==> src/rtl/mem_arb_pkg.sv <==
// rtl/mem_arb_pkg.sv - shared types and constants for the icache/dcache memory arbiter
package mem_arb_pkg;

    typedef enum logic [1:0] {
        ST_IDLE,
        ST_REQ,
        ST_WAIT,
        ST_RESP
    } state_t;

    localparam logic OWN_IC = 1'b0;
    localparam logic OWN_DC = 1'b1;

    localparam int TIMEOUT_DEFAULT = 255;

endpackage

==> src/rtl/mem_arbiter_rr_arb2.sv <==
// rtl/mem_arbiter_rr_arb2.sv - combinational 2-way chooser; MEM_ARB_RR_EN selects round-robin, else dcache-priority
module rr_arb2
    import mem_arb_pkg::*;
(
    input  logic ic_req,
    input  logic dc_req,
    input  logic last_owner,
    output logic grant_valid,
    output logic winner
);

    assign grant_valid = ic_req | dc_req;

    // With no request the choice is a don't-care; it simply echoes last_owner.
    always_comb begin
        winner = last_owner;
        if (ic_req && dc_req) begin
`ifdef MEM_ARB_RR_EN
            winner = ~last_owner;
`else
            winner = OWN_DC;
`endif
        end else if (dc_req) begin
            winner = OWN_DC;
        end else if (ic_req) begin
            winner = OWN_IC;
        end
    end

endmodule

==> src/rtl/mem_arbiter.sv <==
// rtl/mem_arbiter.sv - single-outstanding icache/dcache memory arbiter with watchdog; MEM_ARB_RR_EN enables round-robin
module mem_arbiter
    import mem_arb_pkg::*;
#(
    parameter int TIMEOUT = TIMEOUT_DEFAULT,
    parameter int ADDR_W  = 64,
    parameter int DATA_W  = 64
) (
    input  logic                  clk,
    input  logic                  rst,
    input  logic                  ic_req,
    input  logic [ADDR_W-1:0]     ic_addr,
    output logic                  ic_gnt,
    output logic                  ic_rvalid,
    output logic [DATA_W-1:0]     ic_rdata,
    input  logic                  dc_req,
    input  logic                  dc_we,
    input  logic [ADDR_W-1:0]     dc_addr,
    input  logic [DATA_W-1:0]     dc_wdata,
    input  logic [DATA_W/8-1:0]   dc_wstrb,
    output logic                  dc_gnt,
    output logic                  dc_rvalid,
    output logic [DATA_W-1:0]     dc_rdata,
    output logic                  mem_req,
    output logic                  mem_we,
    output logic [ADDR_W-1:0]     mem_addr,
    output logic [DATA_W-1:0]     mem_wdata,
    output logic [DATA_W/8-1:0]   mem_wstrb,
    input  logic                  mem_gnt,
    input  logic                  mem_rvalid,
    input  logic [DATA_W-1:0]     mem_rdata,
    output logic                  err_timeout
);

    state_t              state, state_next;
    logic                owner;
    logic                last_owner;
    logic                arb_valid;
    logic                arb_winner;
    logic                wd_expire;
    logic [15:0]         wd_cnt;
    logic [DATA_W-1:0]   resp_data;

    rr_arb2 u_rr_arb2 (
        .ic_req      (ic_req),
        .dc_req      (dc_req),
        .last_owner  (last_owner),
        .grant_valid (arb_valid),
        .winner      (arb_winner)
    );

`ifdef MEM_ARB_RR_EN
    always_ff @(posedge clk) begin
        if (rst) begin
            last_owner <= OWN_IC;
        end else if (state == ST_IDLE && arb_valid) begin
            last_owner <= arb_winner;
        end
    end
`else
    assign last_owner = OWN_IC;
`endif

    assign wd_expire = (wd_cnt == 16'(TIMEOUT));

    always_ff @(posedge clk) begin
        if (rst) begin
            state <= ST_IDLE;
        end else begin
            state <= state_next;
        end
    end

    always_comb begin
        state_next = state;
        case (state)
            ST_IDLE: if (arb_valid)               state_next = ST_REQ;
            ST_REQ:  if (mem_gnt)                 state_next = ST_WAIT;
            ST_WAIT: if (mem_rvalid || wd_expire) state_next = ST_RESP;
            ST_RESP:                              state_next = ST_IDLE;
            default:                              state_next = ST_IDLE;
        endcase
    end

    always_comb begin
        ic_gnt    = 1'b0;
        dc_gnt    = 1'b0;
        ic_rvalid = 1'b0;
        dc_rvalid = 1'b0;
        case (state)
            ST_IDLE: begin
                ic_gnt = arb_valid && (arb_winner == OWN_IC);
                dc_gnt = arb_valid && (arb_winner == OWN_DC);
            end
            ST_RESP: begin
                ic_rvalid = (owner == OWN_IC);
                dc_rvalid = (owner == OWN_DC);
            end
            default: ;
        endcase
    end

    assign ic_rdata = resp_data;
    assign dc_rdata = resp_data;

    // Request buffer, response register and watchdog; a real response beats an expiring watchdog.
    always_ff @(posedge clk) begin
        if (rst) begin
            owner       <= OWN_IC;
            mem_req     <= 1'b0;
            mem_we      <= 1'b0;
            mem_addr    <= '0;
            mem_wdata   <= '0;
            mem_wstrb   <= '0;
            wd_cnt      <= '0;
            resp_data   <= '0;
            err_timeout <= 1'b0;
        end else begin
            case (state)
                ST_IDLE: begin
                    if (arb_valid) begin
                        owner   <= arb_winner;
                        mem_req <= 1'b1;
                        if (arb_winner == OWN_DC) begin
                            mem_we    <= dc_we;
                            mem_addr  <= dc_addr;
                            mem_wdata <= dc_wdata;
                            mem_wstrb <= dc_wstrb;
                        end else begin
                            mem_we    <= 1'b0;
                            mem_addr  <= ic_addr;
                            mem_wdata <= '0;
                            mem_wstrb <= '0;
                        end
                    end
                end
                ST_REQ: begin
                    if (mem_gnt) begin
                        mem_req <= 1'b0;
                        wd_cnt  <= '0;
                    end
                end
                ST_WAIT: begin
                    if (mem_rvalid) begin
                        resp_data <= mem_we ? '0 : mem_rdata;
                    end else if (wd_expire) begin
                        resp_data   <= '0;
                        err_timeout <= 1'b1;
                    end else begin
                        wd_cnt <= wd_cnt + 16'd1;
                    end
                end
                default: ;
            endcase
        end
    end

endmodule
==> config.mk <==
export PLATFORM = sky130hd
export DESIGN_NAME = mem_arbiter
export DESIGN_NICKNAME = d
export VERILOG_FILES = /design/src/rtl/mem_arb_pkg.sv /design/src/rtl/mem_arbiter_rr_arb2.sv /design/src/rtl/mem_arbiter.sv
export SDC_FILE = /design/constraint.sdc
export NUM_CORES = 1
export LEC_CHECK = 0
export ABC_AREA = 1
export ABC_CLOCK_PERIOD_IN_PS = 1750
export BUFFER_PORTS_ARGS = -buffer_cell sky130_fd_sc_hd__buf_2
export CAP_MARGIN = 20
export CORE_AREA = 5 5 208 210
export DETAILED_ROUTE_END_ITERATION = 8
export DIE_AREA = 0 0 213 215
export GPL_ROUTABILITY_DRIVEN = 0
export PLACE_DENSITY_LB_ADDON = 0.25
export REMOVE_ABC_BUFFERS = 1
export SKIP_LAST_GASP = 1
export SLEW_MARGIN = 5
export SYNTH_ARGS = -nofsm -noshare
export SYNTH_HDL_FRONTEND = slang
export SYNTH_SLANG_ARGS = --single-unit
==> constraint.sdc <==
create_clock -name clk -period 1.75 [get_ports clk]
set_clock_uncertainty 0.05 [all_clocks]
set_input_delay 0.175 -clock clk [delete_from_list [all_inputs] [get_ports clk]]
set_output_delay 0.175 -clock clk [all_outputs]
set_load 0.01 [all_outputs]
==> impl_metrics.py <==
metrics = {
    "setup_path": {
        "slowest_stage": "dfxtp_2",
        "end_kind": "primary output",
        "critPathMaxStageDelay_ns": 0.33,
        "crit_chain": "inv_2, ha_4, nand2_2, nor2_4, buf_2",
        "crit_fanout": 4,
        "crit_type": "reg -> out",
        "crit_arrival_ns": 1.50,
        "cp.required_ns": 1.52,
        "cp-start-kind": "register",
    },
    "grt": {
        "grt_max_degree": 91,
        "grt_pass1_vias": 11295,
        "grt_use_total_pct": 15.6,
        "antenna_found_initial": 1,
        "grt_overflow_total": 0,
        "grt_pass1_wl_um": 59100,
    },
    "cells_and_area": {
        "stdcell_count": 2617,
        "diodes": 0,
        "area_growth_pct": 71.4,
        "fin_util_pct": 39.4,
        "drive_gt1_share_pct": 31.6,
        "nNetsFinal": 2336,
    },
    "detailed_routing": {
        "final_antenna_net_count": 0,
        "drt_wl_total_um": 38300,
        "drtIter0Drc": 696,
        "routedWlPerCell_um": 14.7,
        "drc": 0,
        "vias": 11325,
        "avgViaCountPerCell": 4.33,
        "firstDrtPassIters": 4,
    },
    "power_and_ir_drop": {
        "pwr_density_cell_nw_per_um2": 1180,
        "p_leak_nw": 7.79,
        "seqPwrFrac_pct": 34.7,
        "pwr-share-clk_pct": 28.4,
        "internal_power_w": 0.0124,
        "total_power_w": 0.0192,
        "max-vdd-ir-drop_uv": 718,
        "comb_power_share_pct": 36.9,
        "power.switching_w": 0.00679,
        "swShare_pct": 35.4,
    },
    "logic_synthesis": {
        "yosysUniqueCellTypes": 28,
        "yosys_register_bits": 222,
        "ys_warn_count": 0,
        "syn-instance-count": 1330,
        "yosysSeqAreaShare_pct": 46.7,
        "syn_avg_cell_area_sq_um": 7.16,
        "syn_area_sq_um": 9520,
    },
    "floorplan": {
        "core_area_sq_um": 41400,
        "dieArea_sq_um": 45800,
        "initial_core_util_pct": 23.0,
        "die_h_um": 215,
        "pin_count": 542,
        "die_x_um": 213,
        "fp-row-count": 75,
    },
    "status": {
        "status": "completed",
    },
    "place": {
        "dp.cells": 2295,
        "dp_hpwl_um": 26500,
        "port_buffers": 541,
    },
    "clock_network": {
        "h-tree-depth": 1,
        "cts-root-buf": "clkbuf_16",
        "cts_num_sinks": 222,
        "numCtsBuffers": 27,
        "clk-insertion-delay-late_ns": 0.54,
        "clock_path_buffers": 3,
        "clkTransAtPathRegs_ns": 0.06,
        "tritoncts": "done",
    },
    "sta": {
        "rsz0062_at_grt": "true",
        "fin_crit_sh_pct": 98.7,
        "tightest_slew_ns": 0.477,
        "fmax_mhz": 579,
        "final-setup-viol-count": 0,
        "hold_viol_final": 0,
        "maxSlewHeadroom_pct": 68.2,
        "finalCriticalPeriod_ns": 1.73,
        "maxSlewViolCount": 0,
        "fin_tns_setup_ns": 0,
    },
    "run": {
        "drv_cap": 0,
    },
    "min_path": {
        "hold_path.class": "in -> reg",
    },
}
==> cell usage after synthesis <==
cell      count  area share [%]
nor3_1        1           0.053
clkbuf_1     67             2.6
nor2_1      110             4.3
nand3_2       2            0.21
nor3b_1       1           0.079
o211ai_1      1           0.079
inv_2         1           0.039
o211a_1       1            0.11
dfxtp_1     222              47
xor2_1        1           0.092
buf_1        14            0.55
buf_6         1            0.12
ha_1          5            0.66
a211oi_1      1           0.079
o21ai_0      66             3.5
nand3_1      84             4.4
buf_2        11            0.58
a21oi_1     276              15
buf_4        64             5.0
a21boi_0      1           0.079
nand2_1     291              11
nor2_2        1           0.066
nand2_2       1           0.066
nand4_1       3            0.20
nand3b_1      2            0.16
inv_1       100             3.9
o21a_1        1           0.079
nor3_4        1            0.17
==> power by group through the flow <==
stage	Sequential, W	Combinational [W]	Clock (W)
floorplan	0.00705	0.00221	0
global placement	0.00673	0.00630	0
detailed placement	0.00674	0.00633	0
CTS	0.00667	0.00709	0.00570
global route	0.00680	0.00782	0.00588
finish	0.00666	0.00709	0.00546
==> critical path, delay by kind of cell, from the launching register on <==
family	cells	cell delay [ns]
buffers and inverters	2	0.22
adder cells (fa/ha/maj)	1	0.17
AND/OR/NAND/NOR	2	0.24
flip-flops	1	0.33
==> cell usage in the layout (no fill, tap or decap), drive strengths merged, types with 2 or more instances in the layout <==
cell / synthesis / routed
nand3: 86 / 86
clkbuf: 67 / 37
nand3b: 2 / 2
dlygate4sd3: 0 / 268
buf: 90 / 588
ha: 5 / 5
nor3: 2 / 2
o21ai: 66 / 66
nor2: 111 / 111
a21oi: 276 / 276
nand2: 292 / 292
clkinv: 0 / 7
nand4: 3 / 3
inv: 101 / 103
dfxtp: 222 / 222
==> timing repair <==
item                                   in CTS  in global routing
setup endpoints to repair                   7                 76
gates cloned                                1                  1
endpoints found under the hold margin     204                  0
setup buffers                               4                  2
gates resized for setup                    11                 10
hold buffers                              268                  0
pin swaps                                   2                  1
==> area by class of cell <==
| cell class | instances | area [sq um] |
|---|---|---|
| fill | 4249 | 25100 |
| tap | 539 | 674 |
| timing repair buffer | 858 | 6040 |
| sequential | 222 | 4450 |
| clock inverter | 11 | 92.6 |
| clock buffer | 36 | 769 |
| multi-input combinational | 850 | 3910 |
| inverter | 101 | 382 |
==> sequential cells by signal, indices dropped and copies added, names as in the netlist <==
name         cells
mem_addr        64
mem_req          1
err_timeout      1
mem_wdata       64
wd_cnt          16
owner            1
mem_we           1
dc_rdata        64
mem_wstrb        8
state            2
==> metal layers <==
metal	wire (um)	global-route usage, %
met4	1240	5.21
met1	15700	19.2
met3	2320	2.98
met5	13	0
met2	19100	27.2
==> final timing paths <==
path / slack, ns / start / cells past startpoint / to
max: 0.02 / state[1]$_SDFFE_PP0P_ / 5 / ic_gnt
min: 0.05 / ic_addr[15] / 5 / mem_addr[15]$_SDFFE_PP0P_
max reg2reg: 0.07 / wd_cnt[1]$_SDFFE_PP0P_ / 7 / dc_rdata[38]$_SDFFE_PP0P_
min reg2reg: 0.41 / mem_wstrb[7]$_SDFFE_PP0P_ / 2 / mem_wstrb[7]$_SDFFE_PP0P_
==> metrics by stage <==
step	hold WS (ns)	instance area (sq um)	worst slack (ns)
CTS	0.0110	16300	-0.0206
floorplan	0.194	8670	-2.12
global route	0.0425	16300	-0.0580
global placement	0.376	12600	0.0421
detailed placement	0.383	12600	0.0101
finish	0.0467	16300	0.0234
==> kinds of logic after synthesis <==
kind of cell | synth area share [%]
AND/OR/NAND/NOR | 21.2
flip-flops | 46.7
AO/OA/AOI/OAI | 18.4
XOR/XNOR | 0.0920
buffers and inverters | 12.9
adder cells (fa/ha/maj) | 0.657
Note: power is estimated with default switching activity, not from simulation.
